**config.mk**
```make
export PLATFORM = sky130hd
export DESIGN_NAME = alu_pipe
export DESIGN_NICKNAME = d
export VERILOG_FILES = /design/src/rtl/alu_pipe.sv
export SDC_FILE = /design/constraint.sdc
export NUM_CORES = 1
export LEC_CHECK = 0
export BUFFER_PORTS_ARGS = -buffer_cell sky130_fd_sc_hd__buf_2
export CORE_ASPECT_RATIO = 0.9
export CORE_MARGIN = 3
export CORE_UTILIZATION = 64
export CTS_CLUSTER_SIZE = 20
export DETAILED_ROUTE_END_ITERATION = 7
export GPL_ROUTABILITY_DRIVEN = 0
export PLACE_DENSITY = 0.95
export SYNTH_ARGS = -nofsm -noshare
export SYNTH_HDL_FRONTEND = slang
export SYNTH_SLANG_ARGS = --single-unit
export TNS_END_PERCENT = 30
```
**constraint.sdc**
```tcl
create_clock -name CLK -period 7.1 [get_ports CLK]
set_input_delay 1.42 -clock CLK [delete_from_list [all_inputs] [get_ports CLK]]
set_output_delay 1.42 -clock CLK [all_outputs]
set_load 0.005 [all_outputs]
```
**src/rtl/alu_pipe.sv**
```systemverilog
// alu_pipe: two-stage pipelined ALU with valid/ready handshakes on both sides.
//   Stage 1 captures A/B/OP on an input handshake; stage 2 captures the result
//   and flags computed from stage 1. One op per cycle when the consumer is ready.
// Ports:
//   CLK, RESET               clock (rising edge), asynchronous active-high reset
//   IN_VALID / IN_READY      input handshake for A, B, OP
//   A, B [WIDTH]             operands
//   OP [3]                   000 ADD, 001 AND, 010 OR, 011 XOR,
//                            100 SUB, 101 SHL, 110 SHR (logical), 111 PASS A
//   OUT_VALID / OUT_READY    output handshake for OUT and flags
//   OUT [WIDTH]              result
//   EQUAL                    operands of this op were equal
//   EVEN                     result bit 0 is clear
//   ZERO                     result is zero
//   CARRY                    ADD carry-out, SUB borrow (A < B), else 0
module alu_pipe #(
    parameter int unsigned WIDTH = 8
) (
    input  logic             CLK,
    input  logic             RESET,
    input  logic             IN_VALID,
    output logic             IN_READY,
    input  logic [WIDTH-1:0] A,
    input  logic [WIDTH-1:0] B,
    input  logic [2:0]       OP,
    output logic             OUT_VALID,
    input  logic             OUT_READY,
    output logic [WIDTH-1:0] OUT,
    output logic             EQUAL,
    output logic             EVEN,
    output logic             ZERO,
    output logic             CARRY
);

    localparam int unsigned SHW = $clog2(WIDTH);

    localparam logic [2:0] OP_ADD  = 3'b000;
    localparam logic [2:0] OP_AND  = 3'b001;
    localparam logic [2:0] OP_OR   = 3'b010;
    localparam logic [2:0] OP_XOR  = 3'b011;
    localparam logic [2:0] OP_SUB  = 3'b100;
    localparam logic [2:0] OP_SHL  = 3'b101;
    localparam logic [2:0] OP_SHR  = 3'b110;
    localparam logic [2:0] OP_PASS = 3'b111;

    // Stage 1 operand registers
    logic             s1_valid;
    logic [WIDTH-1:0] s1_a;
    logic [WIDTH-1:0] s1_b;
    logic [2:0]       s1_op;

    // Handshake / advance controls
    logic s2_advance_c;
    logic in_accept_c;

    // Stage 1 -> stage 2 combinational ALU
    logic [WIDTH:0]   sum_c;
    logic [WIDTH:0]   diff_c;
    logic [SHW-1:0]   shamt_c;
    logic [WIDTH-1:0] res_c;
    logic             carry_c;

    // Stage 2 frees up when empty or its result is taken this cycle; stage 1
    // can accept whenever it is empty or is moving into stage 2.
    assign s2_advance_c = !OUT_VALID || OUT_READY;
    assign IN_READY     = !s1_valid || s2_advance_c;
    assign in_accept_c  = IN_VALID && IN_READY;

    // ALU datapath; ADD/SUB run one bit wider so bit WIDTH is carry/borrow
    always_comb begin
        sum_c   = {1'b0, s1_a} + {1'b0, s1_b};
        diff_c  = {1'b0, s1_a} - {1'b0, s1_b};
        shamt_c = s1_b[SHW-1:0];
        res_c   = '0;
        carry_c = 1'b0;
        case (s1_op)
            OP_ADD: begin
                res_c   = sum_c[WIDTH-1:0];
                carry_c = sum_c[WIDTH];
            end
            OP_AND:  res_c = s1_a & s1_b;
            OP_OR:   res_c = s1_a | s1_b;
            OP_XOR:  res_c = s1_a ^ s1_b;
            OP_SUB: begin
                res_c   = diff_c[WIDTH-1:0];
                carry_c = diff_c[WIDTH];
            end
            OP_SHL:  res_c = s1_a << shamt_c;
            OP_SHR:  res_c = s1_a >> shamt_c;
            OP_PASS: res_c = s1_a;
            default: res_c = '0;
        endcase
    end

    // Stage 1: valid follows IN_VALID whenever the slot is free to change
    always_ff @(posedge CLK or posedge RESET) begin
        if (RESET) begin
            s1_valid <= 1'b0;
            s1_a     <= '0;
            s1_b     <= '0;
            s1_op    <= '0;
        end else begin
            if (IN_READY) begin
                s1_valid <= IN_VALID;
            end
            if (in_accept_c) begin
                s1_a  <= A;
                s1_b  <= B;
                s1_op <= OP;
            end
        end
    end

    // Stage 2: result and flags registered together; held while stalled
    always_ff @(posedge CLK or posedge RESET) begin
        if (RESET) begin
            OUT_VALID <= 1'b0;
            OUT       <= '0;
            EQUAL     <= 1'b0;
            EVEN      <= 1'b0;
            ZERO      <= 1'b0;
            CARRY     <= 1'b0;
        end else if (s2_advance_c) begin
            OUT_VALID <= s1_valid;
            if (s1_valid) begin
                OUT   <= res_c;
                EQUAL <= (s1_a == s1_b);
                EVEN  <= !res_c[0];
                ZERO  <= (res_c == '0);
                CARRY <= carry_c;
            end
        end
    end

endmodule
```
Yosys cells after proc, flatten, opt, wreduce, memory -nomap -nowiden

Cells that the tools add are included.

Logic and storage cells: 36
Register bits: 33

Shift-type cells: 2
Equality and inequality tests: 8
Mux-type cells: 2
Bitwise gates (word level): 3
Reduce and logical (&&, ||, !) cells: 9
Add/subtract/negate cells: 2

Operators with widths:

| kind                                                            | count |
|---|---|
| 8-bit case mux with 8 select lines                              | 1 |
| 3-bit == test, second input constant                            | 4 |
| 8-bit by 8-bit adder with 9-bit output                          | 1 |
| 8-bit by 8-bit subtractor with 9-bit output                     | 1 |
| 8-bit bitwise AND                                               | 1 |
| 8-bit == test                                                   | 1 |
| 8-bit zero test                                                 | 1 |
| 8-bit OR                                                        | 1 |
| 8-bit by 3-bit left shift with 8-bit output                     | 1 |
| 8-bit by 3-bit >> shifter with 8-bit output                     | 1 |
| 8-bit XOR                                                       | 1 |
| 3-bit by 2-bit == test with 1-bit output, second input constant | 2 |
| 3-bit by 1-bit == test with 1-bit output, second input constant | 1 |
| 1-bit zero test                                                 | 3 |
| 3-bit zero test                                                 | 1 |
| 1-bit logical OR                                                | 2 |
| 1-bit case mux with 2 select lines                              | 1 |
| 2-bit AND reduction                                             | 1 |
| 1-bit logical AND                                               | 1 |

Logic depth before layout (Yosys ltp)

Depth after elaboration: 4
Mapped depth: 11
Mapped depth without buffers: 10

Least setup slack after synthesis

Ideal clock, no wire load.

Path kind: input port to output port
Start point: in OUT_READY
End point: out IN_READY
Required time: 5680 ps
Buffers on the path: 0
Arrival time: 1599 ps
Path slack: 4081 ps
Stages on the path: 1
Cell sequence: nand3b_1

Word-level cells in the longest chain between the ends: 2

Ends and longest elaborated chain:

| what             | RTL line | source |
|---|---|---|
| from (decl)      | 27       | `input logic OUT_READY,` |
| 1-bit logical OR | 65       | `assign s2_advance_c = !OUT_VALID \|\| OUT_READY;` |
| 1-bit logical OR | 66       | `assign IN_READY = !s1_valid \|\| s2_advance_c;` |
| to (decl)        | 22       | `output logic IN_READY,` |

No other way between the ends.

Worst setup path after layout

Start point: reg s1_b[0]
End point: reg ZERO

Word-level cells in the longest chain between the ends: 3

Ends and longest elaborated chain:

| what                                                                      | RTL line | source |
|---|---|---|
| from (decl)                                                               | 49       | `logic [WIDTH-1:0] s1_b;` |
| from (signal assigned)                                                    | 100      | `s1_b <= '0;` |
| from (signal assigned)                                                    | 108      | `s1_b <= B;` |
| 8-bit by 8-bit subtractor with 9-bit output, or another cell as far along | 72       | `diff_c = {1'b0, s1_a} - {1'b0, s1_b};` |
| 8-bit case mux with 8 select lines *                                      | 76       | `case (s1_op)` |
| 8-bit zero test *                                                         | 129      | `ZERO <= (res_c == '0);` |
| to (signal assigned)                                                      | 129      |  |
| to (decl)                                                                 | 31       | `output logic ZERO,` |

Every way passes the cells marked *; elsewhere a longest branch is shown, timed or not.
A chain may end at the register's enable or synchronous reset.

==> flow_summary_export.csv <==
group,metric,value,unit
routing,dr.first_iter.drc_count,414,
routing,via_per_inst,6.60,
sta,fin_skew,0.00892,ns
synthesis,yosysTopAreaCell,"dfrtp_1",
grt,grt_pass1_vias,2674,
worst_setup_path,startpoint,"s1_b[0]$_DFFE_PP0P_",
worst_setup_path,rr_startpoint,"s1_b[0]$_DFFE_PP0P_",
worst_setup_path,crit_path_end,"ZERO$_DFFE_PP0P_",
clocking,ctsResizeCount,0,
pwr,p_seq_frac,0.326,
sta,min_period_over_period,0.482,
sta,fin_setup_tns,0,ns
pwr,p_sw_frac,0.401,
floorplanning,die_area,5610,µm²
clocking,clkTransAtPathRegs,0.08,ns
synthesis,avgSynthCellArea,9.35,µm²
sta,slew_viol_final,0,
synthesis,syn-num-nets,375,
grt,grt_pass1_wl,12700,µm
worst_setup_path,crit_type,"reg -> reg",
floorplanning,initial_core_util,0.673,
final_layout,drive_above_1_share,0.249,
clocking,cts_setup_buffers,0,
synthesis,async_flop_share,1.00,
final_layout,num_antenna_cells,0,
clocking,cts.sink_count,33,
worst_setup_path,slowest_delay,0.94,ns
synthesis,yosysWarningCount,0,
routing,drtPass1Iterations,7,
sta,worst_pin_slew,0.916,ns
worst_setup_path,r2r_cells,10,
final_layout,final_util,0.736,
clocking,postCtsHoldBufs,0,
pwr,comb_power_share,0.469,
worst_setup_path,required,7.28,ns
pwr,peakVddDrop,204,µV
worst_setup_path,crit_chain,"ha_1, inv_1, fa_1, nor2b_1, o21a_1, nor2_1, a211oi_1, o221ai_1, or4b_1, o41ai_2",
synthesis,synth_cells,325,
sta,finalCriticalPeriod,3.42,ns
pwr,intPower,0.544,mW
worst_setup_path,cp-start-kind,"flop",
floorplanning,core,4520,µm²
sta,hold_viol_final,0,
clocking,clockBufferDepth,2,
routing,routed_wl,7760,µm
final_layout,nets,399,
pwr,power.leakage,1.56,nW
floorplanning,fp.dieW,78.6,µm
pwr,clock_power_share,0.204,
sta,finalSetupViolations,0,
floorplanning,row_count,23,
sta,clock.fmax,292,MHz
placement,placed_area,3210,µm²
routing,drcViolationCount,0,
worst_setup_path,r2r-end,"ZERO$_DFFE_PP0P_",
worst_setup_path,crit_arrival,3.60,ns
clocking,numCtsBuffers,5,
worst_setup_path,crit_cells,10,
synthesis,yosys.cell_types.count,60,
worst_setup_path,r2r_slack,3.68,ns
synthesis,ys.flop_type,"dfrtp_1",
placement,io_buffers,36,
grt,track_usage,0.287,
floorplanning,io_pins,37,
grt,overflow,0,
hold_path,hold_class,"reg -> reg",
floorplanning,die_y,71.4,µm
grt,grt_start_max_net_pins,34,
placement,hpwl,5700,µm
synthesis,syn_area,3040,µm²
synthesis,post-synth-top-area-fraction,0.272,
flow_run,cap_violations,0,
grt,antenna_found_initial,0,
pwr,p_sw,0.365,mW
pwr,p_per_area,273,nW/µm²
synthesis,synth_edf_count,0,
clocking,ctsHtreeMaxLevel,2,
worst_setup_path,cp_slowest_cell,"dfrtp_1",
clocking,tritoncts,"yes",
routing,vias,2720,
routing,wl_per_cell,18.8,µm
synthesis,ys_seq_area_frac,0.272,
synthesis,synth.ff_latch_count,33,
pwr,totalPowerFinal,0.909,mW
worst_setup_path,path_delay_family,"flip-flops",
clocking,cts-root-buf,"clkbuf_8",
worst_setup_path,cp_max_fo,22,
sta,relSlewSlack,0.390,
sta,rsz0062_at_grt,"false",
final_layout,syn2layout_area_growth,9.39,%
clocking,clk_latency,0.29,ns
outcome,status,"completed",
final_layout,fin_area,3320,µm²
routing,postRouteAntennaNets,0,
worst_setup_path,cp.buffers_inverters,1,
synthesis,netlist_top_cells_area,"dfrtp_1 27%, ha_1 10%, mux2_2 10%",
worst_setup_path,end_kind,"flop",
-- state kept, by name (all words and copies together) (netlist names) --
register   count
EVEN           1
s1_b           8
s1_valid       1
EQUAL          1
s1_a           8
OUT            8
CARRY          1
s1_op          3
ZERO           1
OUT_VALID      1
-- synth_stat cells (all sizes together), types with 5 or more instances --
master   n
nand2   22
buf     12
clkbuf   8
nand2b   8
o21ai   17
nor3     7
o31ai    5
mux2    31
nor2b    7
a21o     5
dfrtp   33
xnor2    7
a22oi    6
mux2i   10
nand3    6
nor2    17
a21oi   14
mux4     5
inv     25
ha      25
-- layer usage --
metal | share of wire | track usage | routed length [µm] | vias up
met3 | 0.10 | 0.0791 | 793 | 41
met5 | 0 | 0 | 0 | -
met2 | 0.46 | 0.453 | 3580 | 181
met4 | 0.040 | 0.146 | 312 | 0
met1 | 0.40 | 0.362 | 3070 | 1281
li1 | - | - | - | 1217
-- area by class of cell --
cell class	count	area [µm²]
Multi-Input combinational cell	246	2020
Fill cell	328	1190
Sequential cell	33	826
Timing Repair Buffer	37	188
Inverter	26	97.6
Clock buffer	7	86.3
Tap cell	62	77.6
Clock inverter	1	30.0
-- how the worst min path moves through the flow --
| stage | from | to | cells after the start |
|---|---|---|---|
| 4_1_cts | OUT[1]$_DFFE_PP0P_ | OUT[1]$_DFFE_PP0P_ | 2 |
| 6_report | OUT[1]$_DFFE_PP0P_ | OUT[1]$_DFFE_PP0P_ | 2 |
| 3_3_place_gp | OUT[1]$_DFFE_PP0P_ | OUT[1]$_DFFE_PP0P_ | 2 |
| 2_1_floorplan | CARRY$_DFFE_PP0P_ | CARRY$_DFFE_PP0P_ | 2 |
| 3_5_place_dp | OUT[1]$_DFFE_PP0P_ | OUT[1]$_DFFE_PP0P_ | 2 |
| 5_1_grt | OUT[1]$_DFFE_PP0P_ | OUT[1]$_DFFE_PP0P_ | 2 |
-- stage by stage --
stage	hold WS, ns	cells	worst slack, ns
after CTS	0.494	412	3.72
final	0.484	412	3.68
after detailed placement	0.478	404	3.60
after global routing	0.523	412	3.37
after global placement	0.458	404	3.71
after floorplan	0.473	325	4.08
-- logic make-up (layout without fill, tap and decap cells) --
group / after synthesis / count (layout) / synth area share
simple gates: 85 / 85 / 0.146
compound gates: 79 / 79 / 0.185
mux: 46 / 46 / 0.191
buf+inv: 46 / 71 / 0.0638
flops: 33 / 33 / 0.272
fa+ha+maj: 27 / 27 / 0.116
xor+xnor: 9 / 9 / 0.0259
-- power groups by stage --
stage | clock network, mW | logic [mW] | registers (mW)
final | 0.186 | 0.426 | 0.296
after global placement | 0 | 0.395 | 0.294
after floorplan | 0 | 0.334 | 0.263
after CTS | 0.187 | 0.416 | 0.294
after global routing | 0.195 | 0.461 | 0.304
after detailed placement | 0 | 0.410 | 0.298
-- worst min-delay path: cells and delay by family, from the launching register on --
family | cells | cell delay [ns]
flops | 1 | 0.34
simple gates | 1 | 0.05
compound gates | 1 | 0.06
-- placed cells by master (no fill, tap or decap), drive strengths merged, types with 3 or more instances in the layout --
cell,n
nor3,7
mux2,31
a21oi,14
mux2i,10
clkbuf,7
mux4,5
nand4,4
buf,37
a211oi,3
a31oi,3
a22oi,6
nand2,22
xnor2,7
inv,25
nand3,6
a21o,5
o21ai,17
nor2b,7
ha,25
dfrtp,33
nand2b,8
o31ai,5
nor2,17
o21bai,3
nand3b,3
Note: power is estimated with default switching activity, not from simulation.
